File: config.mk
export PLATFORM = sky130hd
export DESIGN_NAME = spi_reg_bank_n
export DESIGN_NICKNAME = d
export VERILOG_FILES = /design/src/rtl/spi_reg_bank_n.sv
export SDC_FILE = /design/constraint.sdc
export NUM_CORES = 1
export LEC_CHECK = 0
export CAP_MARGIN = 20
export CORE_MARGIN = 1
export CORE_UTILIZATION = 40
export CTS_BUF_LIST = sky130_fd_sc_hd__clkbuf_4 sky130_fd_sc_hd__clkbuf_8
export DETAILED_ROUTE_END_ITERATION = 6
export PLACE_DENSITY = 0.65
export SYNTH_ARGS = -nofsm -noshare
export SYNTH_HDL_FRONTEND = slang
export SYNTH_SLANG_ARGS = --single-unit
File: constraint.sdc
create_clock -name clk -period 5 [get_ports clk]
set_input_delay 1 -clock clk [delete_from_list [all_inputs] [get_ports clk]]
set_output_delay 1 -clock clk [all_outputs]
set_load 0.02 [all_outputs]
File: src/rtl/spi_reg_bank_n.sv
// spi_reg_bank_n
//   SPI slave register file. It decodes two-word frames (a header, then a data
//   word) from the SPI shifter into register writes and reads. PWM period and
//   width registers are double-buffered: writes land in shadows, and a write to
//   address 0xFF copies every shadow to the active outputs in one edge. The
//   block also keeps saturating error counters for frame timeouts, SPI clock
//   errors and illegal headers.
//
// Ports
//   clk, rst_n          system clock, asynchronous active-low reset
//   rx_data_ready/_data strobe plus received 16-bit word from the shifter
//   tx_data_ready/_data strobe plus read-back word to the shifter
//   board_id, version   static identification inputs (read-only registers)
//   rc_pwidth           RC pulse widths, channel i at [16i+15:16i]
//   spi_clk_error       level error flag from the shifter, edge counted
//   cpu_mode, control   plain R/W configuration outputs
//   pwm_period/_width   active (committed) PWM settings
//   load_pulse          one-cycle pulse after a commit
//   frame_lost_error    one-cycle pulse after a header/data timeout
//
// state    | meaning
// ---------+-----------------------------------------------------------
// ST_IDLE  | waiting for a header word
// ST_WRITE | write header accepted, waiting for the data word
// ST_READ  | read header accepted, waiting for the (ignored) data word
module spi_reg_bank_n #(
    parameter int          NUM_PWM         = 8,
    parameter int          NUM_RC          = 6,
    parameter int          FRAME_LOST_TIME = 2400,
    parameter logic [15:0] PWM_PERIOD_RST  = 16'd20000,
    parameter logic [15:0] PWM_WIDTH_RST   = 16'd1500
) (
    input  logic                  clk,
    input  logic                  rst_n,
    input  logic                  rx_data_ready,
    input  logic [15:0]           rx_data,
    output logic                  tx_data_ready,
    output logic [15:0]           tx_data,
    input  logic [3:0]            board_id,
    input  logic [31:0]           version,
    input  logic [16*NUM_RC-1:0]  rc_pwidth,
    input  logic                  spi_clk_error,
    output logic [3:0]            cpu_mode,
    output logic [15:0]           control,
    output logic [15:0]           pwm_period,
    output logic [16*NUM_PWM-1:0] pwm_width,
    output logic                  load_pulse,
    output logic                  frame_lost_error
);

    localparam int TMO_W = (FRAME_LOST_TIME < 1) ? 1 : $clog2(FRAME_LOST_TIME + 1);
    localparam logic [TMO_W-1:0] TMO_LAST = TMO_W'(FRAME_LOST_TIME);

    localparam logic [7:0] A_BOARD_ID = 8'h01;
    localparam logic [7:0] A_CONTROL  = 8'h03;
    localparam logic [7:0] A_CPU_MODE = 8'h05;
    localparam logic [7:0] A_ILLEGAL  = 8'h1C;
    localparam logic [7:0] A_VER_LO   = 8'h1D;
    localparam logic [7:0] A_VER_HI   = 8'h1E;
    localparam logic [7:0] A_STATUS   = 8'h1F;
    localparam logic [7:0] A_PERIOD   = 8'h40;
    localparam logic [7:0] A_LOAD     = 8'hFF;

    typedef enum logic [1:0] {
        ST_IDLE  = 2'd0,
        ST_WRITE = 2'd1,
        ST_READ  = 2'd2
    } state_t;

    state_t                  state_q;
    logic [7:0]              addr_q;
    logic [TMO_W-1:0]        tmo_q;
    logic                    rd_pend_q;
    logic [15:0]             tx_data_q;
    logic                    tx_rdy_q;
    logic [3:0]              cpu_mode_q;
    logic [15:0]             control_q;
    logic [15:0]             period_sh_q;
    logic [15:0]             pwm_period_q;
    logic [16*NUM_PWM-1:0]   width_sh_q;
    logic [16*NUM_PWM-1:0]   pwm_width_q;
    logic [7:0]              illegal_cnt_q, illegal_cnt_d;
    logic [7:0]              lost_cnt_q,    lost_cnt_d;
    logic [7:0]              clkerr_cnt_q,  clkerr_cnt_d;
    logic                    clk_err_q;
    logic                    load_pulse_q;
    logic                    frame_lost_q;

    logic                    hdr_legal;
    logic                    in_frame;
    logic                    timeout;
    logic                    wr_strobe;
    logic                    status_clr;
    logic                    commit;
    logic                    illegal_hdr;
    logic                    clk_err_rise;
    logic [15:0]             rd_data;

    function automatic logic [7:0] sat_inc(input logic [7:0] v);
        return (v == 8'hFF) ? v : v + 8'd1;
    endfunction

    assign hdr_legal    = (rx_data[15:14] == 2'b00) || (rx_data[15:14] == 2'b11);
    assign in_frame     = (state_q != ST_IDLE);
    // A data word arriving on the timeout edge takes priority over the timeout.
    assign timeout      = in_frame && !rx_data_ready && (tmo_q == TMO_LAST);
    assign wr_strobe    = (state_q == ST_WRITE) && rx_data_ready;
    assign status_clr   = wr_strobe && (addr_q == A_STATUS);
    assign commit       = wr_strobe && (addr_q == A_LOAD);
    assign illegal_hdr  = (state_q == ST_IDLE) && rx_data_ready && !hdr_legal;
    assign clk_err_rise = spi_clk_error && !clk_err_q;

    // Saturating counters; a status clear overrides a coincident increment.
    always_comb begin
        illegal_cnt_d = illegal_cnt_q;
        lost_cnt_d    = lost_cnt_q;
        clkerr_cnt_d  = clkerr_cnt_q;
        if (illegal_hdr) begin
            illegal_cnt_d = sat_inc(illegal_cnt_q);
        end
        if (timeout) begin
            lost_cnt_d = sat_inc(lost_cnt_q);
        end
        if (clk_err_rise) begin
            clkerr_cnt_d = sat_inc(clkerr_cnt_q);
        end
        if (status_clr) begin
            lost_cnt_d   = 8'h00;
            clkerr_cnt_d = 8'h00;
        end
    end

    // Read-back mux. PWM addresses return the shadow, not the active value.
    always_comb begin
        rd_data = 16'h0000;
        case (addr_q)
            A_BOARD_ID: rd_data = {12'h000, board_id};
            A_CONTROL:  rd_data = control_q;
            A_CPU_MODE: rd_data = {12'h000, cpu_mode_q};
            A_ILLEGAL:  rd_data = {8'h00, illegal_cnt_q};
            A_VER_LO:   rd_data = version[15:0];
            A_VER_HI:   rd_data = version[31:16];
            A_STATUS:   rd_data = {lost_cnt_q, clkerr_cnt_q};
            A_PERIOD:   rd_data = period_sh_q;
            default: begin
                for (int i = 0; i < NUM_PWM; i++) begin
                    if (addr_q == 8'(8'h41 + i)) begin
                        rd_data = width_sh_q[16*i +: 16];
                    end
                end
                for (int i = 0; i < NUM_RC; i++) begin
                    if (addr_q == 8'(8'h80 + i)) begin
                        rd_data = rc_pwidth[16*i +: 16];
                    end
                end
            end
        endcase
    end

    always_ff @(posedge clk or negedge rst_n) begin
        if (!rst_n) begin
            state_q       <= ST_IDLE;
            addr_q        <= 8'h00;
            tmo_q         <= '0;
            rd_pend_q     <= 1'b0;
            tx_data_q     <= 16'h0000;
            tx_rdy_q      <= 1'b0;
            cpu_mode_q    <= 4'h0;
            control_q     <= 16'h0000;
            period_sh_q   <= PWM_PERIOD_RST;
            pwm_period_q  <= PWM_PERIOD_RST;
            width_sh_q    <= {NUM_PWM{PWM_WIDTH_RST}};
            pwm_width_q   <= {NUM_PWM{PWM_WIDTH_RST}};
            illegal_cnt_q <= 8'h00;
            lost_cnt_q    <= 8'h00;
            clkerr_cnt_q  <= 8'h00;
            clk_err_q     <= 1'b0;
            load_pulse_q  <= 1'b0;
            frame_lost_q  <= 1'b0;
        end else begin
            clk_err_q     <= spi_clk_error;
            illegal_cnt_q <= illegal_cnt_d;
            lost_cnt_q    <= lost_cnt_d;
            clkerr_cnt_q  <= clkerr_cnt_d;
            load_pulse_q  <= commit;
            frame_lost_q  <= timeout;

            // Read data is fetched one edge after the header so the latched
            // address drives the mux; tx_data then holds until the next read.
            rd_pend_q <= 1'b0;
            tx_rdy_q  <= 1'b0;
            if (rd_pend_q) begin
                tx_data_q <= rd_data;
                tx_rdy_q  <= 1'b1;
            end

            case (state_q)
                ST_IDLE: begin
                    if (rx_data_ready && hdr_legal) begin
                        addr_q <= rx_data[7:0];
                        tmo_q  <= '0;
                        if (rx_data[15]) begin
                            state_q   <= ST_READ;
                            rd_pend_q <= 1'b1;
                        end else begin
                            state_q <= ST_WRITE;
                        end
                    end
                end
                ST_WRITE, ST_READ: begin
                    if (rx_data_ready) begin
                        state_q <= ST_IDLE;
                        if (state_q == ST_WRITE) begin
                            case (addr_q)
                                A_CONTROL:  control_q   <= rx_data;
                                A_CPU_MODE: cpu_mode_q  <= rx_data[3:0];
                                A_PERIOD:   period_sh_q <= rx_data;
                                A_LOAD: begin
                                    pwm_period_q <= period_sh_q;
                                    pwm_width_q  <= width_sh_q;
                                end
                                default: begin
                                    for (int i = 0; i < NUM_PWM; i++) begin
                                        if (addr_q == 8'(8'h41 + i)) begin
                                            width_sh_q[16*i +: 16] <= rx_data;
                                        end
                                    end
                                end
                            endcase
                        end
                    end else if (tmo_q == TMO_LAST) begin
                        state_q <= ST_IDLE;
                    end else begin
                        tmo_q <= tmo_q + TMO_W'(1);
                    end
                end
                default: state_q <= ST_IDLE;
            endcase
        end
    end

    assign tx_data_ready    = tx_rdy_q;
    assign tx_data          = tx_data_q;
    assign cpu_mode         = cpu_mode_q;
    assign control          = control_q;
    assign pwm_period       = pwm_period_q;
    assign pwm_width        = pwm_width_q;
    assign load_pulse       = load_pulse_q;
    assign frame_lost_error = frame_lost_q;

endmodule

; ---- Word level (Yosys, flattened, before mapping)
; Cells that the tools add are included.
[classes]
n_addsub = 4
n_mul = 0
n_div = 0
n_lt_le_gt_ge = 0
n_eq_ne = 36
shift = 0
n_mux = 34
bitwise_logic = 2
reduce_logical = 39
[ops]
columns = cell, count
row1 = two-way mux 16 bit, 14
row2 = case mux 16 bit (8 select lines), 1
row3 = "== test 8 bit, second input constant", 10
row4 = "== test 8 x 7 -> 1 bit, second input constant", 9
row5 = two-way mux 8 bit, 6
row6 = AND reduction 5 bit, 8
row7 = two-way mux 12 bit, 3
row8 = "== test 8 x 5 -> 1 bit, second input constant", 4
row9 = "adder 8 x 1 -> 8 bit, second input constant", 3
row10 = case mux 12 bit (2 select lines), 1
row11 = AND reduction 4 bit, 5
row12 = "adder 12 x 1 -> 12 bit, second input constant", 1
row13 = "== test 12 bit, second input constant", 1
row14 = AND reduction 2 bit, 5
row15 = logical AND 1 bit, 9
row16 = "== test 8 x 1 -> 1 bit, second input constant", 1
row17 = "== test 8 x 2 -> 1 bit, second input constant", 1
row18 = "== test 8 x 3 -> 1 bit, second input constant", 1
row19 = two-way mux 2 bit, 4
row20 = "!= test 2 bit, second input constant", 4
row21 = nonzero test 2 bit, 4
row22 = "== test 2 bit, second input constant", 2
row23 = zero test 2 bit, 2
row24 = two-way mux 1 bit, 4
row25 = other kinds (9), 12
[totals]
register_bits = 375
latch_bits = 0
ramBits = 0
rom_bits = 0
input_bits = 152
output_inout_bits = 183
mem_count = 0

; ---- Depth between registers and ports, before layout
; Gate-level depths: netlist of run 1.
[depth]
word_depth = 16
ltp_mapped = 10

; ---- Worst setup path after synthesis of run 1
; Ideal clock, no wire load.
[synth_path]
path_kind = in2reg
startpoint = input rx_data[15]
endpoint = register tmo_q[11]
setup_ps = 130
t_arrival_ps = 2525
t_required_ps = 4870
slack_ps = 2345
path_stages = 7
n_path_buf = 1
cell_sequence = clkbuf_1 xnor2_1 a31oi_1 a211oi_1 nand4_1 xor2_1 nor2_1
[synth_between]
elab_chain_len = 5
word_cells_on_any_way = 6
[synth_rtl]
columns = item, line
row1 = "start, declared", 36  ; input logic [15:0] rx_data,
row2 = == test 2 bit / zero test 2 bit (equally long branches), 103  ; assign hdr_legal = (rx_data[15:14] == 2'b00) || (rx_data[15:14] == 2'b11);
row3 = logical OR 1 bit (*), 103
row4 = logical AND 1 bit (*), 199  ; if (rx_data_ready && hdr_legal) begin
row5 = != test 2 x 1 -> 1 bit (no line) (*), n/a
row6 = AND reduction 4 bit (no line) (*), n/a
row7 = "end signal, assigned", 234  ; tmo_q <= tmo_q + TMO_W'(1);
row8 = "end, declared", 72  ; logic [TMO_W-1:0] tmo_q;
; Mark *: on every way between the ends. The rest lies on a longest branch, timed or not.
; A chain may end at the register's enable or synchronous reset.

; ---- Worst setup path after layout of run 1
[layout_path]
startpoint = register addr_q[4]
endpoint = register width_sh_q[80]
[layout_between]
elab_chain_len = 4
word_cells_on_any_way = 8
[layout_rtl]
columns = item, line
row1 = "start, declared", 71  ; logic [7:0] addr_q;
row2 = "start signal, assigned", 200  ; addr_q <= rx_data[7:0];
row3 = "== test 8 bit, or another cell as far along", 214  ; case (addr_q)
row4 = OR reduction 4 bit (no line), n/a
row5 = inverter 1 bit (no line), n/a
row6 = AND reduction 5 bit (no line) (*), n/a
row7 = "end signal, assigned", 172  ; width_sh_q <= {NUM_PWM{PWM_WIDTH_RST}};
row8 = "end signal, assigned by index", 225  ; width_sh_q[16*i +: 16] <= rx_data;
row9 = "end, declared", 80  ; logic [16*NUM_PWM-1:0] width_sh_q;
; Marks and branches as above.

==> summary.txt, run 1 <==
Die
  – Top Ports: 335
  – Core Area: approximately 44000 sq um
  – Die height: 213 microns
  – Die area: roughly 45000 sq um
  – Die width: roughly 210 microns
  – Initial Util: 0.404
  – FP Rows: 77

Power and ir drop
  – P per Cell Area: about 410 nW/um^2
  – Static leakage: 10.0 nW
  – Total design power: roughly 9.6 mW
  – Peak VDD IR: between 0.2 and 0.3 mV

GRT
  – First-pass GRT wire length: around 93 mm
  – Largest net degree at the start of global routing: approximately 120
  – Global Route Usage Sum: 0.283
  – Grt total ovfl: 0
  – Initial antenna violation count: 6
  – Vias in the first global route: between 10000 and 15000

Synthesis
  – Ys Warns: 0
  – Netlist Area Pre-Place: between 15000 and 20000 sq um
  – Mapped Cells: between 1000 and 1500
  – Post-synth ARST share: 1.00
  – Main synth FF type: dfrtp_1
  – Mean Syn Cell Area: between 10 and 15 sq um
  – Seq/Total Area, Yosys: 0.534
  – Post-synth EDFFs: 0
  – Seq cells post-synth: 375
  – Syn_nets: 1595
  – Cell variety after synth: 72

Timing
  – Max_slew headroom: 0.350
  – RSZ-0062 raised after global routing: no
  – Share of the cycle needed by the critical path after routing: 0.740
  – Final Setup Violations: 0
  – Worst slew pin tran: 972 ps
  – Slew Viols, Final: 0
  – Clock Skew: between 20 and 30 ps
  – Fmax: roughly 270 MHz
  – Setup TNS: 0 ps
  – Post-layout min period: between 3000 and 4000 ps
  – Setup ws final: around 1300 ps
  – Final Hold Fails: 0

CTS
  – Post-CTS Hold Buffers: 0
  – H-tree depth: 3
  – Worst-Skew Late Latency: approximately 630 ps
  – Clk Tree Root Cell: clkbuf_8
  – CTS Buf Count: between 60 and 70
  – Setup bufs post-CTS: 0
  – CTS tree: yes
  – Clock Path Buffers: 3
  – PostCTS Resize Cnt: 0
  – Worst-path clk slew: ~70 ps
  – CTS sink count: roughly 380

Route
  – Drt total wl: approximately 64 mm
  – Via Count: 13900
  – Wirelength per Cell: 26.6 microns
  – Post-route DRC: 0
  – First-pass DRT Iterations: 5
  – DRT iter0 DRCs: around 1100
  – Antenna-violating nets left: 0
  – Avg Vias per Cell: approximately 5.7

Flow run
  – Max-cap violations: 0

Finish
  – Fillers: 3917
  – Final Net Count: between 1500 and 2000
  – Area Growth Syn to Fin: 30.9%
  – Layout cells sized above 1: 0.364
  – Area of the multi-input gates: between 7000 and 8000 sq um
  – Sequential cell area: 9540 sq um

Worst setup path
  – Startpoint Class: flop
  – CP Launch Point: addr_q[4]
  – Worst Setup End Kind: flop
  – Crit-path max FO: 18
  – Required @ worst endpoint: about 5500 ps
  – Reg2reg start: addr_q[4]
  – Worst path arrival time: about 4200 ps
  – Crit Path Category: flop to flop

Outcome
  – Outcome: finished clean

Placed design
  – Placer Congestion: between 0.9 and 1
  – Post-DP HPWL: between 40 and 50 mm
  – Worst slack at placement: 1390 ps
  – Port Buf Inserts: about 330

Hold path
  – Hold Path Class: input port to asynchronous set/reset pin
## registers in the layout, indices dropped and copies added (netlist names)
name / cells
pwm_width: 128
width_sh_q: 128
control: 16
period_sh_q: 16
pwm_period: 16
tx_data: 16
tmo_q: 12
addr_q: 8
clkerr_cnt_q: 8
illegal_cnt_q: 8
lost_cnt_q: 8
cpu_mode: 4
state_q: 2
clk_err_q: 1
frame_lost_error: 1
load_pulse: 1
rd_pend_q: 1
tx_data_ready: 1
## report_power, final
part           total (mW)  switching, mW  internal [mW]
logic                2.54           1.51           1.03
clock network        3.26           1.35           1.91
registers            3.75          0.460           3.29
## metal layers
layer,part of all wire,global-route usage
met1,0.43,0.375
met2,0.47,0.452
met3,0.077,0.0665
met4,0.030,0.0983
met5,0.00065,0
## cell usage after synthesis, types with 15 or more instances
library cell	instances	area, sq um
clkbuf_1	74	278
nor3_1	21	105
dfstp_2	122	3210
nand3_1	18	90.1
o21ai_0	27	135
a22oi_1	28	210
buf_1	15	56.3
a21oi_1	41	205
o22ai_1	25	156
nand2_1	71	267
xor2_1	22	193
a31oi_1	16	100
mux2_2	349	3930
dfrtp_1	253	6330
nor2_1	87	327
mux2i_1	21	210
nand4_1	19	119
## layout by cell type, fill, tap and decap left out, types with 7 or more instances in the layout
| cell | n |
|---|---|
| a211oi_1 | 7 |
| mux2i_1 | 21 |
| xnor2_1 | 8 |
| o22ai_1 | 25 |
| nand2_1 | 71 |
| o2111ai_1 | 9 |
| nor2_1 | 86 |
| clkbuf_4 | 19 |
| dfstp_2 | 122 |
| xor2_1 | 22 |
| a2bb2oi_1 | 9 |
| clkinv_2 | 7 |
| and3_1 | 13 |
| nand3_1 | 18 |
| a31oi_1 | 16 |
| clkdlybuf4s50_1 | 333 |
| nand2b_1 | 8 |
| a22oi_1 | 28 |
| nand2_2 | 7 |
| dfrtp_1 | 251 |
| nor3_1 | 21 |
| nand4_1 | 19 |
| buf_4 | 28 |
| a22o_1 | 7 |
| o21ai_0 | 27 |
| a221oi_1 | 10 |
| o211ai_1 | 12 |
| inv_1 | 11 |
| clkbuf_8 | 86 |
| mux2_2 | 349 |
| a21oi_1 | 41 |
| a211o_1 | 7 |
| ha_1 | 7 |
## worst paths after layout
| path | to | slack (ps) | cells past startpoint |
|---|---|---|---|
| max | width_sh_q[80] | 1300 | 5 |
| min | pwm_width[124] | 460 | 1 |
| max reg2reg | width_sh_q[80] | 1300 | 5 |
| min reg2reg | pwm_width[43] | 500 | 1 |
| max in group asynchronous | pwm_width[20] | 3320 | 2 |
| min in group clk | pwm_width[43] | 500 | 1 |
## worst max-delay path, cell delays in order, from the launching register on
cell	delay, ps
dfrtp_1	460
or4b_2	970
nor3_4	840
nor3_1	210
nand2_1	660
mux2_2	410
## final cells by class
type | count | area share
multi-input cells | 945 | 0.336
repair buffers | 367 | 0.156
inverters | 11 | 0.00177
flip-flops and latches | 375 | 0.408
diodes | 2 | 0.000214
clock inverters | 18 | 0.00932
well taps | 592 | 0.0317
clock buffers | 105 | 0.0568
## logic make-up (layout without fill, tap and decap cells)
kind of cell               Yosys count  after routing  share of synthesized area
AOI/OAI and AO/OA                  246            246                     0.0979
xor gates and xnor gates            30             30                     0.0147
adders and majority gates            7              7                    0.00491
buffers and inverters              116            501                     0.0283
DFF                                375            375                      0.534
muxes                              375            375                      0.238
other                                0              2                          0
and+or+nand+nor                    287            287                     0.0815
## through the flow
step	cells	utilization	instance area, sq um	hold slack, ps
finish	2415	0.530	23400	462
global route	2413	0.529	23400	516
CTS	2412	0.529	23400	490
detailed placement	2289	0.494	21800	495
global placement	2288	0.494	21800	486
floorplan	1436	-	17800	352
(Power assumes the default switching activity.)
==> inputs of run 2 (changes only) <==
PLACE_DENSITY = 0.67   (was 0.65)
clock period = 3.2 ns   (was 5 ns; I/O delays follow)
==> run 2 against run 1 <==
Against the previous run:
- die area unchanged
- non-clock buffer count is 50 higher
- clock-buffer cell count up 2
- routed wire length is 0.72% higher
- clock power up 38%
- total power rose by 52%
- design area increased by 1.1%
- core utilization up 0.57 points
- highest routed layer is now met4
==> summary.txt, run 2 (synthesis results as in run 1) <==
Worst setup path
  – Crit-path max FO: 17
  – Cell Chain, Critical Path: or4b_2 > buf_4 > nor3_1 > a2111oi_0 > o311ai_1 > buf_4 > o211a_1
  – Worst Setup End Kind: flop
  – Worst path arrival time: 3520 ps
  – Most frequent CP cell: buf_4
  – Crit-path max cell delay: 770 ps
  – Startpoint Class: flop
  – Crit Path Category: flop to flop
  – Slowest-stage cell, CP: or4b_2
  – Required @ worst endpoint: roughly 3800 ps

Route
  – Antenna-violating nets left: 0
  – Avg Vias per Cell: 5.68
  – Drt total wl: ~65 mm
  – First-pass DRT Iterations: 6
  – DRT iter0 DRCs: about 1100
  – Post-route DRC: 0
  – Wirelength per Cell: around 26 microns
  – Via Count: 13900

Flow run
  – Max-cap violations: 0

Finish
  – Final Net Count: 1970
  – Area of the multi-input gates: slightly below 8000 sq um
  – Layout Cells excl Fill: 2455
  – Ant. Diodes: 0
  – Most frequent cells in the layout: mux2_2, clkdlybuf4s50_1, dfrtp_1
  – Fillers: about 4000
  – Layout cells sized above 1: 0.377
  – Commonest non-fill, non-tap cell in the layout: mux2_2
  – Sequential cell area: ~9500 sq um
  – Final Cell Area: around 24000 sq um
  – Area Growth Syn to Fin: 32.3%

Timing
  – Slew Viols, Final: 0
  – Max_slew headroom: 0.426
  – Setup TNS: 0 ps
  – Final Setup Violations: 0
  – Setup ws final: 275 ps
  – Share of the cycle needed by the critical path after routing: 0.914
  – Final Hold Fails: 0
  – Fmax: around 340 MHz
  – RSZ-0062 raised after global routing: no
  – Post-layout min period: between 2000 and 3000 ps
  – Worst slew pin tran: roughly 860 ps
  – Clock Skew: 25.9 ps

Die
  – Die area: 45500 sq um
  – Top Ports: about 340
  – FP Rows: a little under 80
  – Core Area: about 44000 sq um
  – Die width: 213 microns
  – Initial Util: 0.404
  – Die height: ~210 microns

CTS
  – Worst-Skew Late Latency: 670 ps
  – Setup bufs post-CTS: 0
  – H-tree depth: 2
  – Worst-path clk slew: ~60 ps
  – Clk Tree Root Cell: clkbuf_8
  – CTS Buf Count: 61
  – CTS sink count: roughly 380
  – Clock Path Buffers: 3
  – CTS tree: yes

Power and ir drop
  – Flop pwr share: 0.392
  – Net Sw Frac: 0.348
  – Cell internal pwr: between 9 and 10 mW
  – Clock Power Share: 0.309
  – Static leakage: about 10 nW
  – Peak VDD IR: between 0.3 and 0.4 mV
  – Reported net switching power: around 5 mW
  – Gate power share: 0.298
  – P per Cell Area: slightly above 600 nW/um^2

GRT
  – Grt total ovfl: 0
  – Vias in the first global route: about 14000
  – Global Route Usage Sum: 0.285
  – Largest net degree at the start of global routing: between 80 and 90
  – First-pass GRT wire length: 93.5 mm
  – Initial antenna violation count: 0

Placed design
  – Port Buf Inserts: ~330
  – Dpl cells: between 2000 and 2500
  – Placer Congestion: approximately 0.98
  – Worst slack at placement: about 220 ps
  – Post-DP HPWL: approximately 48 mm
  – Placed cell areas: ~22000 sq um

Hold path
  – Hold Path Class: input port to flop

Outcome
  – Outcome: finished clean
[run 2: cell count changes in the layout (fill, tap and decap cells not counted), sizes merged]
cell and delta:
clkinv -1, dlygate4sd3 +1, inv -5, clkbuf +1, diode -2, bufinv -4
buf +50
[run 2: worst paths after layout]
check	start	endpoint	slack (ps)	depth (start not counted)
worst max-delay path	addr_q[4]	tx_data[6]	270	7
worst min-delay path	spi_clk_error	clk_err_q	460	1
worst max register to register	addr_q[4]	tx_data[6]	270	7
worst min register to register	tx_data[6]	tx_data[6]	510	1
max in group asynchronous	rst_n	pwm_width[84]	1710	3
min in group asynchronous	rst_n	pwm_width[124]	560	2
[run 2: power by group through the flow]
stage               Sequential, mW  Clock, mW  Combinational (mW)
finish                        5.69       4.49                4.33
detailed placement            5.75          0                4.27
global route                  5.74       4.81                4.57
CTS                           5.67       4.59                4.29
global placement              5.73          0                4.25
floorplan                     5.59          0                2.40
[run 2: what timing repair did]
item	4_1_cts	5_1_grt
hold endpoints to repair	42	0
gates resized for setup	0	1
setup endpoints to repair	0	1
hold buffers	1	0
[run 2: critical path: cells and delay by family (launching register included)]
kind | cells | cell delay [ps]
AO/OA/AOI/OAI | 3 | 890
buffers and inverters | 2 | 460
flip-flops | 1 | 460
AND/OR/NAND/NOR | 2 | 1030
[run 2: through the flow]
stage          power, mW  utilization  hold WS [ps]
3_5_place_dp        10.0        0.504           497
6_report            14.5        0.535           465
5_1_grt             15.1        0.535           455
2_1_floorplan       7.99            -           344
3_3_place_gp        9.98        0.504           491
4_1_cts             14.6        0.535           427
[run 2: final cells by class]
cell class | count | area share
inverters | 11 | 0.00175
well taps | 592 | 0.0314
flip-flops and latches | 375 | 0.404
clock inverters | 8 | 0.00275
clock buffers | 107 | 0.0547
repair buffers | 417 | 0.173
multi-input cells | 945 | 0.332
[run 2: per-layer routing]
metal  global-route usage  wire length [microns]
met1                0.377                  27500
met2                0.457                  30200
met3               0.0607                   4740
met4                0.111                   2230
met5                    0                      0
